===== src/rtl/seq_pattern_fsm.sv =====
// Run-time programmable serial pattern validator with held accept/reject verdicts.
// Define SEQ_FSM_TIMEOUT_EN to build in the inter-symbol timeout abort.
//
// state     | meaning
// ----------+-----------------------------------------------
// ST_IDLE   | no partial match, no verdict held (pos = 0)
// ST_MATCH  | partial match in progress (0 < pos < len)
// ST_ACCEPT | full pattern matched, accept held
// ST_REJECT | mismatch or timeout, reject held
module seq_pattern_fsm #(
  parameter int                          DATA_W       = 8,
  parameter int                          MAX_LEN      = 8,
  parameter int                          INIT_LEN     = 3,
  parameter logic [DATA_W*MAX_LEN-1:0]   INIT_PATTERN = 64'h0000_0000_0054_4143,
  parameter int                          TIMEOUT_CYC  = 1000,
  localparam int                         IDX_W        = (MAX_LEN > 1) ? $clog2(MAX_LEN) : 1,
  localparam int                         LEN_W        = $clog2(MAX_LEN + 1)
) (
  input  logic              clk,
  input  logic              rst,
  input  logic [DATA_W-1:0] data_in,
  input  logic              data_valid,
  input  logic              cfg_we,
  input  logic [IDX_W-1:0]  cfg_idx,
  input  logic [DATA_W-1:0] cfg_char,
  input  logic              cfg_len_we,
  input  logic [LEN_W-1:0]  cfg_len,
  output logic              accept,
  output logic              reject,
  output logic              busy,
  output logic [LEN_W-1:0]  match_pos,
  output logic [15:0]       match_count,
  output logic              timeout
);

  localparam logic [1:0] ST_IDLE   = 2'd0;
  localparam logic [1:0] ST_MATCH  = 2'd1;
  localparam logic [1:0] ST_ACCEPT = 2'd2;
  localparam logic [1:0] ST_REJECT = 2'd3;

  logic [1:0]        state;
  logic [LEN_W-1:0]  pos;
  logic [LEN_W-1:0]  len;
  logic [DATA_W-1:0] pattern [MAX_LEN];

  logic              cfg_any;
  logic [DATA_W-1:0] cmp_char;
  logic              hit;
  logic [LEN_W-1:0]  pos_nxt;
  logic              last;
  logic [LEN_W-1:0]  len_clamped;
  logic              tmr_fire;

  assign cfg_any     = cfg_we | cfg_len_we;
  assign cmp_char    = (state == ST_MATCH) ? pattern[pos[IDX_W-1:0]] : pattern[0];
  assign hit         = (len != '0) && (data_in == cmp_char);
  assign pos_nxt     = pos + 1'b1;
  assign last        = (pos_nxt == len);
  assign len_clamped = (cfg_len > LEN_W'(MAX_LEN)) ? LEN_W'(MAX_LEN) : cfg_len;

  assign busy      = (state == ST_MATCH);
  assign match_pos = pos;

`ifdef SEQ_FSM_TIMEOUT_EN
  localparam int TMR_W = $clog2(TIMEOUT_CYC + 1);

  // Down-counter reloaded by every symbol; terminal count ends the partial match.
  logic [TMR_W-1:0] tmr;

  assign tmr_fire = (state == ST_MATCH) && !data_valid && !cfg_any && (tmr <= TMR_W'(1));

  always_ff @(posedge clk) begin
    if (rst) begin
      tmr <= TMR_W'(TIMEOUT_CYC - 1);
    end else if (data_valid || cfg_any) begin
      tmr <= TMR_W'(TIMEOUT_CYC - 1);
    end else if ((state == ST_MATCH) && !tmr_fire) begin
      tmr <= tmr - 1'b1;
    end
  end
`else
  // TIMEOUT_CYC only matters when the timer is built in.
  logic unused_timeout_cyc;
  assign unused_timeout_cyc = |TIMEOUT_CYC;
  assign tmr_fire           = 1'b0;
`endif

  always_ff @(posedge clk) begin
    if (rst) begin
      state       <= ST_IDLE;
      pos         <= '0;
      len         <= LEN_W'(INIT_LEN);
      accept      <= 1'b0;
      reject      <= 1'b0;
      match_count <= '0;
      timeout     <= 1'b0;
      for (int i = 0; i < MAX_LEN; i++) begin
        pattern[i] <= INIT_PATTERN[i*DATA_W +: DATA_W];
      end
    end else begin
      timeout <= 1'b0;
      if (cfg_any) begin
        // Reconfiguration always aborts; a symbol arriving alongside is dropped.
        if (cfg_we && (int'(cfg_idx) < MAX_LEN)) begin
          pattern[cfg_idx] <= cfg_char;
        end
        if (cfg_len_we) begin
          len <= len_clamped;
        end
        state  <= ST_IDLE;
        pos    <= '0;
        accept <= 1'b0;
        reject <= 1'b0;
      end else if (data_valid) begin
        accept <= 1'b0;
        reject <= 1'b0;
        if (hit) begin
          if (last) begin
            state  <= ST_ACCEPT;
            accept <= 1'b1;
            pos    <= '0;
            if (match_count != 16'hFFFF) begin
              match_count <= match_count + 16'd1;
            end
          end else begin
            state <= ST_MATCH;
            pos   <= pos_nxt;
          end
        end else begin
          state  <= ST_REJECT;
          reject <= 1'b1;
          pos    <= '0;
        end
      end else if (tmr_fire) begin
        state   <= ST_REJECT;
        reject  <= 1'b1;
        accept  <= 1'b0;
        pos     <= '0;
        timeout <= 1'b1;
      end
    end
  end

endmodule

===== config.mk =====
export PLATFORM = sky130hd
export DESIGN_NAME = seq_pattern_fsm
export DESIGN_NICKNAME = d
export VERILOG_FILES = /design/src/rtl/seq_pattern_fsm.sv
export SDC_FILE = /design/constraint.sdc
export NUM_CORES = 1
export LEC_CHECK = 0
export BUFFER_PORTS_ARGS = -buffer_cell sky130_fd_sc_hd__buf_4
export CORE_AREA = 2 2 95 106
export DETAILED_ROUTE_END_ITERATION = 8
export DIE_AREA = 0 0 97 108
export PLACE_DENSITY = 0.75
export SLEW_MARGIN = 20
export SYNTH_ARGS = -nofsm -noshare
export SYNTH_HDL_FRONTEND = slang
export SYNTH_SLANG_ARGS = --single-unit

===== constraint.sdc =====
create_clock -name clk -period 3.4 [get_ports clk]
set_clock_uncertainty 0.05 [all_clocks]
set_input_delay 0.68 -clock clk [delete_from_list [all_inputs] [get_ports clk]]
set_output_delay 0.68 -clock clk [all_outputs]
set_load 0.01 [all_outputs]

# Word level (Yosys, flattened, before mapping)
# Memory sizes are Yosys's and may differ from the RTL's. A register that Yosys moved wholly into a read port is not among the register bits.
# Cells that the tools add are included.
# classes
n_lt_le_gt_ge,1
reduce_logical,6
bitwise_logic,2
n_mux,20
n_addsub,2
n_eq_ne,4
# op_table
op,n
"16-bit by 1-bit adder with 16-bit output, second input constant",1
8-bit two-way mux,2
"16-bit inequality test, second input constant",1
4-bit two-way mux,3
1-bit two-way mux,10
3-bit two-way mux,3
8-bit == test,1
8-bit OR reduction,1
5-bit AND reduction,1
"4-bit by 1-bit adder with 4-bit output, second input constant",1
4-bit == test,1
"4-bit > comparator, second input constant",1
2-bit two-way mux,2
4-bit nonzero test,1
"2-bit by 1-bit == test with 1-bit output, second input constant",1
2-bit AND reduction,1
2-bit OR reduction,1
1-bit logical AND,1
1-bit inverter,1
1-bit OR,1
# totals
ff_bits,28
elab_cells,42
mem_count,1
ramBits,64
# mem_list
name,words,width,read_ports,rd_clocked_by_memory_dff,wr,line,text
pattern,8,8,2,1,8,44,logic [DATA_W-1:0] pattern [MAX_LEN];

# Longest topological paths before layout
# depth
depth_word,7
depth_mapped,12
ltp_nobuf,8

# Worst setup path before layout
# No wires, ideal clock.
# synth_path
kind,reg-to-reg
startpoint,register with a tool-made name
endpoint,register match_count[8]
period_less_slack_ps,2522
setup_slack_ps,878
n_path_buf,3
path_stages_with_launch,12
setup_time_ps,70
arrival_ps,2401
t_required_ps,3280
path_cell_list,dfxtp_1 buf_2 buf_4 mux2i_1 mux4_2 xor2_1 nand4_1 a21oi_2 nand4_1 buf_2 or3_1 a21oi_1
# synth_lines
item,line,text
to (signal assigned),123,match_count <= match_count + 16'd1;
to (decl),32,"output logic [15:0] match_count,"

==> impl_results.md <==
* Initial antenna violation count at 0
* CP Launch Type: flip-flop
* Fmax achieved at 341.0 MHz
* Multiplexer area fraction after synthesis at 0.09927
* Synth area leaders: edfxtp_1 (42%), dfxtp_1 (13%), and2_1 (7.7%)
* Reg clk slew, reported paths at 0.10 ns
* Final ANT Viol Nets at 0
* Setup violations, final at 0
* EDFF count, synth at 64
* Hold Path Class: flip-flop to flip-flop
* Part of the power in combinational logic at 0.069
* R2R cell count at 8
* Share of layout cells above drive strength 1 at 0.2165
* Setup_tns at 0 ns
* CP Max Fanout at 17
* Flop2flop setup slack at 0.47 ns
* Post-synth top flop: edfxtp_1
* Internal power at 1.635 mW
* Synth cell count leaders: edfxtp_1 (64), and2_1 (57), dfxtp_1 (31), mux2i_1 (24), a21oi_1 (20)
* Cts repair resizes at 0
* Gr ovfl total at 0
* Crit path buffers/inverters at 1
* Area of the multi-input gates at between 1500 and 2000 um2
* Worst EP arrival at between 3 and 4 ns
* Final design utilization at 0.5682
* Ys Warns at 0
* Sequential cell area at around 2500 um2
* Port-buffer cells at 50
* CTS Hold Buffers Added at 0
* CTS max path bufs at 2
* Mapped Cells at 391
* Worst VDD drop at 0.2175 mV
* CTS tree: done
* Count leader, synth: edfxtp_1
* Initial Utilization at 0.4958
* WHS at 0.4313 ns
* Ys async rst share at 0
* CORE AREA at just over 9000 um2
* DR iter-0 viols at 163
* Cell count of the worst hold path at 2
* Top-area cell type share of the netlist area at 0.4166
* Final WS setup at 0.4670 ns
* Synth Cell Area at 4613 um2
* Yosys top cell by area: edfxtp_1
* Min Tclk post-route at 2.933 ns
* Pre-Repair DR Iteration Count at 4
* Die footprint at 10,480 um2
* Area of placed instances at 5101 um2
* Die width at 97 um
* Chip height at around 110 um
* Synthesized net count at 421
* Num Clock Sinks at 95
* Largest net degree at the start of global routing at 32
* LEAKAGE at around 1.9 nW
* Worst path max stage delay at 0.53 ns
* Synth cell types at 42
* PwrDens at ~400 nW/um2
* Adder-cell share of the synthesized area at 0.005424
* NetSw at 0.5447 mW
* Final Cell Area at 5288 um2
* Status: complete, no violations
* Overall routing resource usage at 0.1917
* RSZ-0062 raised after global routing: no
* Critical-path top delay cell: mux4_2
* DP Wirelength at between 7 and 8 mm
* WP depth at 8
* Nets at 473
* Drt wl/cell at approximately 17 um
* Vias in the first global route at 2,969
* Row count at 37
* Residual DRC at 0
* Vias per cell at 5.471
* Synth Area in XOR/XNOR at 0.04177
* Fill cells at 766
* Sequential Power Share at 0.600
* Avg Cell Area, Syn at about 12 um2
* Critical Path Sink Type: flip-flop
* Final Hold Fails at 0
* Register area share after synthesis at 0.5511
* Simple-gate share of the synthesized area at 0.2251
* Largest family of logic cells by synthesized area: simple AND/OR/NAND/NOR gates
* Compound-Gate Fraction of Synth Area at 0.05045
* Max Slew Vio Count at 0
* Clk Latency, worst-skew pair at 0.37 ns
* ANT cells at 0
* Delay-heaviest family, CP: simple AND/OR/NAND/NOR gates
* Root Buffer Master: clkbuf_8
* Critical-path cell list: buf_4, mux4_2, xor2_1, nand4_1, a21oi_2, nand3_2, or4_1, a21oi_1
* Via count at roughly 3,100
* Switching portion of total power at 0.2499
* Inserted Clock Buffers at 9
* Routability Congestion at 0.8352
* Post-placement worst setup slack at 0.4735 ns
* WS Path Type: flip-flop to flip-flop
* Htree depth at 3
* Worst Path Required at 3.65 ns
* Final period util at 0.8626
* Max-cap viol count at 0
* Setup bufs post-CTS at 0
* First-pass GRT wire length at 15.59 mm
* Area grow syn2layout at 14.62%
* IO Pins at 52
* Fraction of power consumed by the clock network at 0.331
* WL final at 9.519 mm
* Synth Register Bits at 95
[power groups by stage]
stage	logic [mW]	registers, mW	clock network [mW]
after floorplan	0.0904	1.32	0
after global placement	0.148	1.33	0
after detailed placement	0.152	1.34	0
after CTS	0.152	1.31	0.736
after global routing	0.165	1.31	0.790
final	0.150	1.31	0.722
[sequential cells by signal, indices dropped and copies added, names as in the netlist, named ones only]
name and count:
match_count 16, reject 1, accept 1, match_pos 4
pattern 64, state 2, len 4
[metrics by stage]
stage               power (mW)  instances
finish                   2.180        565
global route             2.269        565
CTS                      2.196        565
detailed placement       1.487        549
global placement         1.481        549
floorplan                1.412        391
[logic make-up after synthesis]
family,after synthesis
buffers and inverters,24
xor gates and xnor gates,22
and+or+nand+nor,172
DFF,95
AOI/OAI and AO/OA,41
other,1
muxes,34
adders and majority gates,2
[placed cells by master (no fill, tap or decap), types with 9 or more instances in the layout]
cell,n
buf_4,58
dfxtp_1,31
o21ai_0,11
a21oi_1,20
clkbuf_8,9
mux2i_1,24
edfxtp_1,64
and2_1,57
or3_1,16
nand2_1,10
xor2_1,14
nand4_1,10
nand3b_1,10
nand2b_1,11
nor2_1,18
[area by class of cell]
class	count	area share
clock buffer	9	0.02343
inverter	7	0.004969
clock inverter	7	0.01183
sequential	95	0.4808
timing repair buffer	58	0.08235
multi-input combinational	272	0.3689
tap	117	0.02769
[worst reg2reg max path: cells and delay by family, from the launching register on]
kind | cells | cell delay, ns
mux | 1 | 0.53
buf+inv | 1 | 0.28
compound gates | 2 | 0.37
simple gates | 3 | 0.93
xor+xnor | 1 | 0.22
flops | 1 | 0.50
[layer usage]
layer	vias up	part of all wire	global-route usage
met4	0	0.013	0.06640
li1	1524	-	-
met3	9	0.047	0.03749
met5	-	0	0
met2	78	0.49	0.3180
met1	1480	0.45	0.2549
[path summary, 6_finish.rpt]
path / startpoint / endpoint
max: flip-flop / match_count[5]
min: state[1] / state[1]
max reg2reg: flip-flop / match_count[5]
min reg2reg: state[1] / state[1]
(Power assumes the default switching activity.)
